[config.mk]
export PLATFORM = sky130hd
export DESIGN_NAME = mem_arbiter
export DESIGN_NICKNAME = d
export VERILOG_FILES = /design/src/rtl/mem_arbiter.sv
export SDC_FILE = /design/constraint.sdc
export NUM_CORES = 1
export LEC_CHECK = 0
export ABC_AREA = 1
export CORE_MARGIN = 2
export CORE_UTILIZATION = 50
export DETAILED_ROUTE_END_ITERATION = 10
export PLACE_DENSITY_LB_ADDON = 0.15
export SLEW_MARGIN = 15
export SYNTH_ARGS = -nofsm -noshare
export SYNTH_HDL_FRONTEND = slang
export SYNTH_SLANG_ARGS = --single-unit
[constraint.sdc]
create_clock -name clk -period 3.9 [get_ports clk]
set_clock_uncertainty 0.2 [all_clocks]
set_input_delay 0.78 -clock clk [delete_from_list [all_inputs] [get_ports clk]]
set_output_delay 0.78 -clock clk [all_outputs]
set_load 0.05 [all_outputs]
[src/rtl/mem_arbiter.sv]
// mem_arbiter: sole owner of the byte-wide memory bus, serving IF word fetches and MEM loads/stores.
// Optional macro ARB_ROUND_ROBIN_EN alternates owners on simultaneous requests (default: mm priority).
module mem_arbiter #(
   parameter int ADDR_W = 32
) (
   input  logic              clk,
   input  logic              rst,
   input  logic              rdy,
   input  logic              if_req,
   input  logic [ADDR_W-1:0] if_addr,
   output logic [31:0]       if_rdata,
   output logic              if_done,
   input  logic              mm_req,
   input  logic              mm_we,
   input  logic [1:0]        mm_size,
   input  logic              mm_sext,
   input  logic [ADDR_W-1:0] mm_addr,
   input  logic [31:0]       mm_wdata,
   output logic [31:0]       mm_rdata,
   output logic              mm_done,
   input  logic [7:0]        mem_din,
   output logic [7:0]        mem_dout,
   output logic [ADDR_W-1:0] mem_a,
   output logic              mem_wr,
   output logic              busy
);
   typedef enum logic [1:0] {IDLE, READ, WRITE} state_t;

   state_t            state_q, state_d;
   logic [2:0]        cnt_q;
   logic [2:0]        n_bytes;
   logic [ADDR_W-1:0] addr_q;
   logic [1:0]        size_q;
   logic              sext_q;
   logic              own_q;
   logic [31:0]       wdata_q;
   logic [31:0]       cap_q;
   logic              pick_mm;
   logic              gnt;
   logic              done;
   logic [1:0]        lane;
   logic [31:0]       asm_w;
   logic [31:0]       ext_w;

`ifdef ARB_ROUND_ROBIN_EN
   logic tok_q; // 1 = mm was the last owner granted
   assign pick_mm = mm_req & (~if_req | ~tok_q);
`else
   assign pick_mm = mm_req;
`endif

   assign gnt     = (state_q == IDLE) & rdy & ~rst & (if_req | mm_req);
   assign n_bytes = (size_q == 2'b00) ? 3'd1 : (size_q == 2'b01) ? 3'd2 : 3'd4;
   assign busy    = (state_q != IDLE);
   assign if_done = done & ~own_q;
   assign mm_done = done & own_q;

   // cnt_q runs one ahead of the lane being captured: byte k arrives on mem_din in cycle G+k+1
   assign lane = 2'(cnt_q - 3'd1);

   always_comb begin
      asm_w = cap_q;
      asm_w[{lane, 3'b000} +: 8] = mem_din;
      case (size_q)
         2'b00:   ext_w = {{24{sext_q & asm_w[7]}}, asm_w[7:0]};
         2'b01:   ext_w = {{16{sext_q & asm_w[15]}}, asm_w[15:0]};
         default: ext_w = asm_w;
      endcase
   end

   always_comb begin
      state_d  = state_q;
      done     = 1'b0;
      mem_a    = '0;
      mem_wr   = 1'b0;
      mem_dout = 8'h00;
      case (state_q)
         IDLE: begin
            // byte 0 goes out in the grant cycle straight from the request inputs
            if (gnt) begin
               state_d  = (pick_mm & mm_we) ? WRITE : READ;
               mem_a    = pick_mm ? mm_addr : if_addr;
               mem_wr   = pick_mm & mm_we;
               mem_dout = (pick_mm & mm_we) ? mm_wdata[7:0] : 8'h00;
            end
         end
         WRITE: begin
            if (cnt_q < n_bytes) begin
               mem_a    = addr_q + ADDR_W'(cnt_q);
               mem_wr   = rdy;
               mem_dout = wdata_q[{cnt_q[1:0], 3'b000} +: 8];
            end else begin
               done    = 1'b1;
               state_d = IDLE;
            end
         end
         READ: begin
            if (cnt_q < n_bytes) begin
               mem_a = addr_q + ADDR_W'(cnt_q);
            end else if (cnt_q == n_bytes + 3'd1) begin
               done    = 1'b1;
               state_d = IDLE;
            end
         end
         default: state_d = IDLE;
      endcase
      // a reset cycle must not complete the byte in flight
      if (rst) begin
         mem_a    = '0;
         mem_wr   = 1'b0;
         mem_dout = 8'h00;
         done     = 1'b0;
      end
   end

   always_ff @(posedge clk) begin
      if (rst) begin
         state_q  <= IDLE;
         cnt_q    <= 3'd0;
         addr_q   <= '0;
         size_q   <= 2'b00;
         sext_q   <= 1'b0;
         own_q    <= 1'b0;
         wdata_q  <= 32'h0;
         cap_q    <= 32'h0;
         if_rdata <= 32'h0;
         mm_rdata <= 32'h0;
`ifdef ARB_ROUND_ROBIN_EN
         tok_q    <= 1'b0;
`endif
      end else if (rdy) begin
         state_q <= state_d;
         if (gnt) begin
            addr_q  <= pick_mm ? mm_addr : if_addr;
            size_q  <= pick_mm ? mm_size : 2'b10;
            sext_q  <= pick_mm & mm_sext;
            own_q   <= pick_mm;
            wdata_q <= mm_wdata;
            cnt_q   <= 3'd1;
`ifdef ARB_ROUND_ROBIN_EN
            tok_q   <= pick_mm;
`endif
         end else if (done) begin
            cnt_q <= 3'd0;
         end else if (state_q != IDLE) begin
            cnt_q <= cnt_q + 3'd1;
         end
         if (state_q == READ && cnt_q != 3'd0 && cnt_q <= n_bytes) begin
            cap_q <= asm_w;
            if (cnt_q == n_bytes) begin
               if (own_q) mm_rdata <= ext_w;
               else       if_rdata <= ext_w;
            end
         end
      end
   end
endmodule

; ---- Word level (Yosys, flattened, before mapping)
; Index checks and enable logic that the tools add are counted.
[totals]
register_bits = 169
elab_cells = 88
[classes]
addsub = 5
n_lt_le_gt_ge = 2
eq_ne = 9
shifts = 3
mux = 33
bitwise_logic = 12
n_reduce_logical = 14
[ops]
columns = operator, count
row1 = $mux W32, 4
row2 = $pmux W32 S2, 2
row3 = $add A32 B3 Y32, 1
row4 = $bwmux W32, 1
row5 = $mux W8, 4
row6 = $shift A8 B7 Y32 const A, 1
row7 = $shiftx A32 B6 Y8, 1
row8 = $shiftx A8 B7 Y32, 1
row9 = $pmux W8 S2, 1
row10 = $mux W3, 5
row11 = $mux W2, 6
row12 = $and A1 B1 Y1, 9
row13 = $ne A2 B2 Y1 const B, 4
row14 = $reduce_and A4 Y1, 2
row15 = $mux W1, 7
row16 = $neg A5 Y7, 1
row17 = $add A3 B1 Y3 const B, 2
row18 = $eq A3 B3 Y1, 2
row19 = $pmux W2 S3, 1
row20 = $reduce_and A2 Y1, 3
row21 = $reduce_bool A3 Y1, 2
row22 = $reduce_and A5 Y1, 1
row23 = $eq A2 B1 Y1 const B, 2
row24 = $logic_not A2 Y1, 2
row25 = 10 further kinds, 13

; ---- Depth between registers and ports, before layout
; Gate-level depths: netlist of the first run.
[depth]
word_depth = 11
ltp_mapped = 14
mapped_depth_nobuf = 13

; ---- Least setup slack after synthesis of the first run
; Ideal clock, no wire load.
[synth_timing]
path_kind = register -> output
startpoint = reg cnt_q[1]
endpoint = out mem_a[24]
arrival_time_ns = 2.896
required_ns = 2.920
slack_ns = 0.024
stages_incl_launch_ff = 13
n_path_buf = 1
path_cell_list = dfxtp_1 -> buf_2 -> clkinv_1 -> fa_1 -> inv_1 -> nand3_1 -> nand2_1 -> nand3_1 -> nor2_2 -> nand2_1 -> nand2_1 -> nand3_1 -> a21oi_1
[synth_via]
elab_chain_cells = 4
word_cells_on_any_way = 5
classes_between = add/sub: 1 / order compare: 1 / mux: 3
[synth_rtl]
columns = item, line_no
row1 = "start, declared", 30  ; logic [2:0] cnt_q;
row2 = "start signal, assigned", 146  ; cnt_q <= cnt_q + 3'd1;
row3 = $add A32 B3 Y32 or $lt A3 B3 Y1 (tied branches), --
row4 = $mux W32 *, "88, 98"
row5 = $pmux W32 S2 *, 77  ; case (state_q)
row6 = $mux W32 *, 108  ; if (rst) begin
row7 = "end, declared", 23  ; output logic [ADDR_W-1:0] mem_a,
; Every way passes the cells marked *; elsewhere a longest branch is shown, timed or not.

; ---- Worst setup path after layout of the first run
[layout_timing]
startpoint = reg cnt_q[0]
endpoint = out mem_a[20]
; Same word-level chain as after synthesis.

==> run_results.csv, run 1 <==
group,metric,value,unit
final_layout,n_antenna_cell,0,
die,coreArea,17800,µm²
timing,maxSlewViolCount,0,
timing,final-hold-violation-count,0,
timing,final.setup.worst_slack,0.220,ns
synthesis,syn_avg_cell_area,6.52,µm²
synthesis,synth_cells,1379,
worst_setup_path,cp.required,2.92,ns
hold_path,holdCritPathClass,"reg2reg",
drt,final_antenna_net_count,0,
clocking,path_clk_slew,0.08,ns
grt,grt_usage,0.281,
timing,worstMarginPinSlew,0.998,ns
drt,wirelength,27200,µm
timing,fin_tns_setup,0,ns
timing,timing.fmax,272,MHz
status,status,"finished, final reports clean",
drt,drtIter0Drc,611,
grt,grt-ovfl-total,0,
die,rows,49,
grt,global_route.usage.met3,0.0537,
final_layout,final_cell_count_no_fill,1799,
power,p_leak,4.98,nW
worst_setup_path,worst-r2r-cell-count,10,
synthesis,async_reset_ff_frac,0,
final_layout,syn_to_final_growth,37.8,%
timing,finalCriticalPeriod,3.68,ns
grt,grtUsageMet2,0.474,
grt,grt.met1_usage,0.354,
timing,rsz0062_at_grt,"no",
die,io_pins,221,
synthesis,yosys.area.top_type_share,0.376,
drt,wl_per_cell,15.1,µm
placed_design,place_worst_setup_slack,0.289,ns
clocking,cts_tree,"yes",
final_layout,drive_gt1_frac,0.0975,
power,ir_drop,0.310,mV
placed_design,portBuffers,220,
timing,relSlewSlack,0.333,
synthesis,synth_flop_cell,"dfxtp_1",
clocking,clockBufferDepth,2,
drt,via_count,9557,
grt,grt_max_degree,101,
synthesis,synth_warnings,0,
timing,timing.final.crit_share,0.944,
synthesis,synth_top_area_cell,"dfxtp_1",
synthesis,netlist_area,8990,µm²
synthesis,ys_ff_latch,169,
clocking,htree_levels,4,
drt,drc,0,
synthesis,netlist_top_cells_count,"nand2_1, a21oi_1, dfxtp_1",
placed_design,gp_congestion,0.977,
clocking,cts_buffers,17,
clocking,clkSinkCount,169,
die,start_util,0.506,
worst_setup_path,cp_max_fo,6,
placed_design,dp_hpwl,19500,µm
timing,setup_violations,0,
die,die_w,138,µm
synthesis,synth_seq_area_share,0.376,
flow_run,maxCapViolations,0,
clocking,ctsHoldBuffers,0,
synthesis,synth.most_common_cell,"nand2_1",
drt,viasPerCell,5.31,
grt,antenna_found_initial,0,
worst_setup_path,critPathLaunchType,"flip-flop",
placed_design,dp.cells,1767,
synthesis,syn_nets,1508,
power,power_density,408,nW/µm²
drt,firstDrtPassIters,8,
die,die_y,138,µm
worst_setup_path,path_class,"reg2out",
synthesis,synth-edff-count,0,
grt,grt_pass1_wl,44700,µm
final_layout,nets,1686,
worst_setup_path,cp_data_arrival_time,2.70,ns
worst_setup_path,end_kind,"output pin",
hold_path,holdPathStages,2,
clocking,clkLatencyLatePin,0.43,ns
clocking,cts-root-buf,"clkbuf_16",
grt,grt_pass1_vias,8939,
grt,busiest_layer,"met2",
synthesis,synth_cell_type_count,41,
die,die-area,19100,µm²
synthesis,yosys-top-cells-area,"dfxtp_1, nand2_1, a21oi_1",
final cells by class:
class,instances,area [µm²]
fill,1579,5390
multi-input combinational,1006,4810
sequential,169,3380
timing repair buffer,240,2810
inverter,123,464
clock buffer,17,425
tap,229,287
clock inverter,15,206
layer usage:
metal / routed length (µm) / part of all wire / up-vias
li1: - / - / 4823
met1: 11400 / 0.42 / 4322
met2: 13200 / 0.49 / 336
met3: 1540 / 0.057 / 76
met4: 992 / 0.036 / 0
met5: 0 / 0 / -
final timing paths:
kind                  from        end  slack (ns)
hold reg to reg   cap_q[1]   cap_q[1]        0.26
setup reg to reg  cnt_q[0]  cap_q[16]        0.71
hold / removal    cap_q[1]   cap_q[1]        0.26
setup / recovery  cnt_q[0]  mem_a[20]        0.22
cells by family (layout without fill, tap and decap cells):
family          count (synthesis)  count (layout)  share of synthesized area
xor+xnor                        3               3                    0.00292
simple gates                  649             649                      0.301
flops                         169             169                      0.376
fa+ha+maj                      16              16                     0.0231
buf+inv                       204             395                     0.0955
compound gates                338             338                      0.201
where the power goes:
group	total [W]	internal, W	switching, W
Sequential	0.00190	0.00183	0.0000711
Clock	0.00178	0.000894	0.000882
Combinational	0.00137	0.000514	0.000860
sequential cells by signal, indices dropped and copies added (netlist names):
signal and flops:
wdata_q 32, addr_q 32, size_q 2, mm_rdata 32, sext_q 1, cap_q 32
cnt_q 3, own_q 1, if_rdata 32, state_q 2
layout by cell type (no fill, tap or decap), drive strengths merged, types with 3 or more instances in the layout:
cell	synthesis	layout
or2	7	7
inv	121	130
a21oi	171	171
o22ai	31	31
clkbuf	40	17
ha	15	15
o21ai	120	120
nor2	174	174
clkinv	2	8
clkdlybuf4s50	0	176
dfxtp	169	169
nand2	386	386
nand4	9	9
nand3	69	69
a22oi	7	7
buf	41	64
o21bai	3	3
metrics by stage:
| step | hold slack [ns] | area, µm² | power (W) | util |
|---|---|---|---|---|
| global placement | 0.239 | 11700 | 0.00327 | 0.657 |
| global route | 0.277 | 12400 | 0.00527 | 0.697 |
| floorplan | 0.225 | 8990 | 0.00280 | - |
| CTS | 0.258 | 12300 | 0.00505 | 0.693 |
| detailed placement | 0.247 | 11700 | 0.00329 | 0.657 |
| finish | 0.257 | 12400 | 0.00505 | 0.697 |
critical path: stages (launching register included):
cell     delay, ns
dfxtp_1       0.38
ha_1          0.18
inv_1         0.05
fa_1          0.38
inv_1         0.09
nand3_1       0.08
nand2_2       0.14
nand3_2       0.16
nor2_4        0.18
nor2_1        0.06
nor2_1        0.08
nand2_1       0.06
a21oi_1       0.24
buf_12        0.18
timing repair:
item,CTS,global route
setup endpoints to repair,3,23
setup buffers,0,0
gates resized for setup,1,18
Power figures use the tool's default switching activity.
==> run 2, diff against run 1 <==
REMOVE_ABC_BUFFERS = 1   (was unset)
SLEW_MARGIN = 20   (was 15)
==> run 2 against run 1 <==
Sequential share of layout area grew 0.58 points. Critical path type unchanged. Critical endpoint unchanged. Register-to-register slack barely moved. Final cell count about the same. Utilization decreased by 1.5 points.
==> run_results.csv, run 2 (synthesis results as in run 1) <==
group,metric,value,unit
status,status,"finished, final reports clean",
power,power_density,417,nW/µm²
final_layout,mostFrequentLayoutCell,"nand2_1",
timing,maxSlewViolCount,0,
power,p_leak,4.94,nW
timing,rsz0062_at_grt,"no",
grt,antenna_found_initial,0,
hold_path,holdPathStages,2,
timing,relSlewSlack,0.319,
worst_setup_path,end_kind,"output pin",
timing,worstMarginPinSlew,1.02,ns
drt,wl_per_cell,14.7,µm
worst_setup_path,cp_max_fo,8,
power,ir_drop,0.309,mV
clocking,clockBufferDepth,2,
timing,timing.final.crit_share,0.951,
timing,hold_ws,0.253,ns
hold_path,hold_start,"cap_q[31]",
worst_setup_path,critPathMaxStageDelay,0.46,ns
hold_path,hold_end,"cap_q[31]",
final_layout,syn_to_final_growth,34.9,%
drt,wirelength,26500,µm
timing,timing.fmax,270,MHz
placed_design,dp_hpwl,18400,µm
clocking,clkLatencyLatePin,0.43,ns
worst_setup_path,critPathBufInv,3,
drt,firstDrtPassIters,8,
worst_setup_path,critPathLaunch,"cnt_q[1]",
clocking,htree_levels,4,
clocking,path_clk_slew,0.07,ns
drt,final_antenna_net_count,0,
timing,finalCriticalPeriod,3.71,ns
clocking,cts-root-buf,"clkbuf_16",
placed_design,portBuffers,220,
grt,grt_pass1_wl,43400,µm
worst_setup_path,cp.required,2.92,ns
worst_setup_path,path_cells,"clkinv_1 -> fa_1 -> inv_1 -> nand3_1 -> nand2_2 -> nand3_2 -> nor2_4 -> nor2_1 -> nor2_1 -> nand2_1 -> a21oi_1 -> buf_12",
die,die-area,19100,µm²
grt,grt_usage,0.271,
worst_setup_path,cp_slowest_cell,"fa_1",
drt,via_count,9608,
grt,grt_max_degree,101,
worst_setup_path,r2r_start,"cnt_q[0]",
clocking,ctsHoldBuffers,0,
final_layout,fillCellCount,1596,
worst_setup_path,critPathLaunchType,"flip-flop",
die,io_pins,221,
grt,grt_pass1_vias,9033,
worst_setup_path,r2r_slack,0.72,ns
final_layout,nets,1685,
timing,setup_violations,0,
clocking,post_cts_buffers,0,
drt,drtIter0Drc,706,
placed_design,gp_congestion,0.901,
final_layout,n_antenna_cell,0,
worst_setup_path,crit_family,"simple AND/OR/NAND/NOR gates",
timing,final-hold-violation-count,0,
die,die_w,138,µm
worst_setup_path,worst-r2r-cell-count,10,
worst_setup_path,r2r_end,"cap_q[27]",
worst_setup_path,path_common_cell,"nor2_1",
flow_run,maxCapViolations,0,
final_layout,mostFrequentLayoutCells,"nand2_1, clkdlybuf4s50_1, a21oi_1, dfxtp_1, nor2_1",
final_layout,drive_gt1_frac,0.0937,
die,start_util,0.506,
grt,grt-ovfl-total,0,
hold_path,holdCritPathClass,"reg2reg",
die,die_y,138,µm
drt,viasPerCell,5.34,
clocking,cts_tree,"yes",
timing,fin_tns_setup,0,ns
die,rows,49,
clocking,cts_buffers,17,
die,coreArea,17800,µm²
worst_setup_path,cp_data_arrival_time,2.73,ns
drt,drc,0,
worst_setup_path,path_class,"reg2out",
clocking,clkSinkCount,169,
[run 2: changes by cell type in the layout (fill, tap and decap cells not counted), moves of 2 or more]
cell        previous run  this run
a21oi_1              163       168
clkinvlp_4             0         2
a21oi_2                8         3
inv_6                  2         4
bufinv_16              0         3
inv_12                 4         0
buf_12                45        26
buf_4                 17        35
clkinv_8               5         2
[run 2: metrics by stage]
| step | power (W) | worst slack, ns | cell area (µm²) | instances | util |
|---|---|---|---|---|---|
| 2_1_floorplan | 0.00273 | -0.833 | 8590 | 1298 | - |
| 4_1_cts | 0.00505 | 0.0604 | 12100 | 1798 | 0.680 |
| 5_1_grt | 0.00529 | 0.0168 | 12100 | 1798 | 0.682 |
| 3_3_place_gp | 0.00322 | 0.385 | 11400 | 1766 | 0.644 |
| 3_5_place_dp | 0.00324 | 0.361 | 11400 | 1766 | 0.644 |
| 6_report | 0.00506 | 0.192 | 12100 | 1798 | 0.682 |
[run 2: power breakdown]
part | leakage [nW] | switching (W) | total, W | internal [W]
clock | 0.306 | 0.000780 | 0.00182 | 0.00104
combinational | 3.26 | 0.000850 | 0.00134 | 0.000488
sequential | 1.37 | 0.0000741 | 0.00190 | 0.00183
total | 4.94 | 0.00170 | 0.00506 | 0.00335
[run 2: how the worst max path moves through the flow]
| stage | to | cells past startpoint |
|---|---|---|
| 2_1_floorplan | mem_dout[7] | 6 |
| 3_3_place_gp | mem_a[1] | 8 |
| 3_5_place_dp | mem_dout[7] | 11 |
| 4_1_cts | mem_a[20] | 12 |
| 5_1_grt | mem_a[24] | 12 |
| 6_report | mem_a[20] | 12 |
[run 2: cell type report]
cell class | count | area, µm² | share of cell area
timing repair buffer | 239 | 2560 | 0.211
sequential | 169 | 3380 | 0.279
clock buffer | 17 | 425 | 0.0351
multi-input combinational | 1006 | 4800 | 0.395
clock inverter | 15 | 211 | 0.0174
inverter | 123 | 462 | 0.0381
tap | 229 | 287 | 0.0236
[run 2: what timing repair did]
action,4_1_cts,5_1_grt
pin swaps,0,0
resized for setup,2,11
setup endpoints to repair,9,25
[run 2: layer usage]
metal / wire [µm] / GRT usage
met3: 1520 / 0.0499
met2: 13100 / 0.470
met5: 0 / 0
met1: 11300 / 0.340
met4: 586 / 0.0918
[run 2: tightest hold or removal path, cell delays in order (launching register included)]
cell and delay [ns]:
dfxtp_1 0.30, inv_1 0.06, a21oi_1 0.05
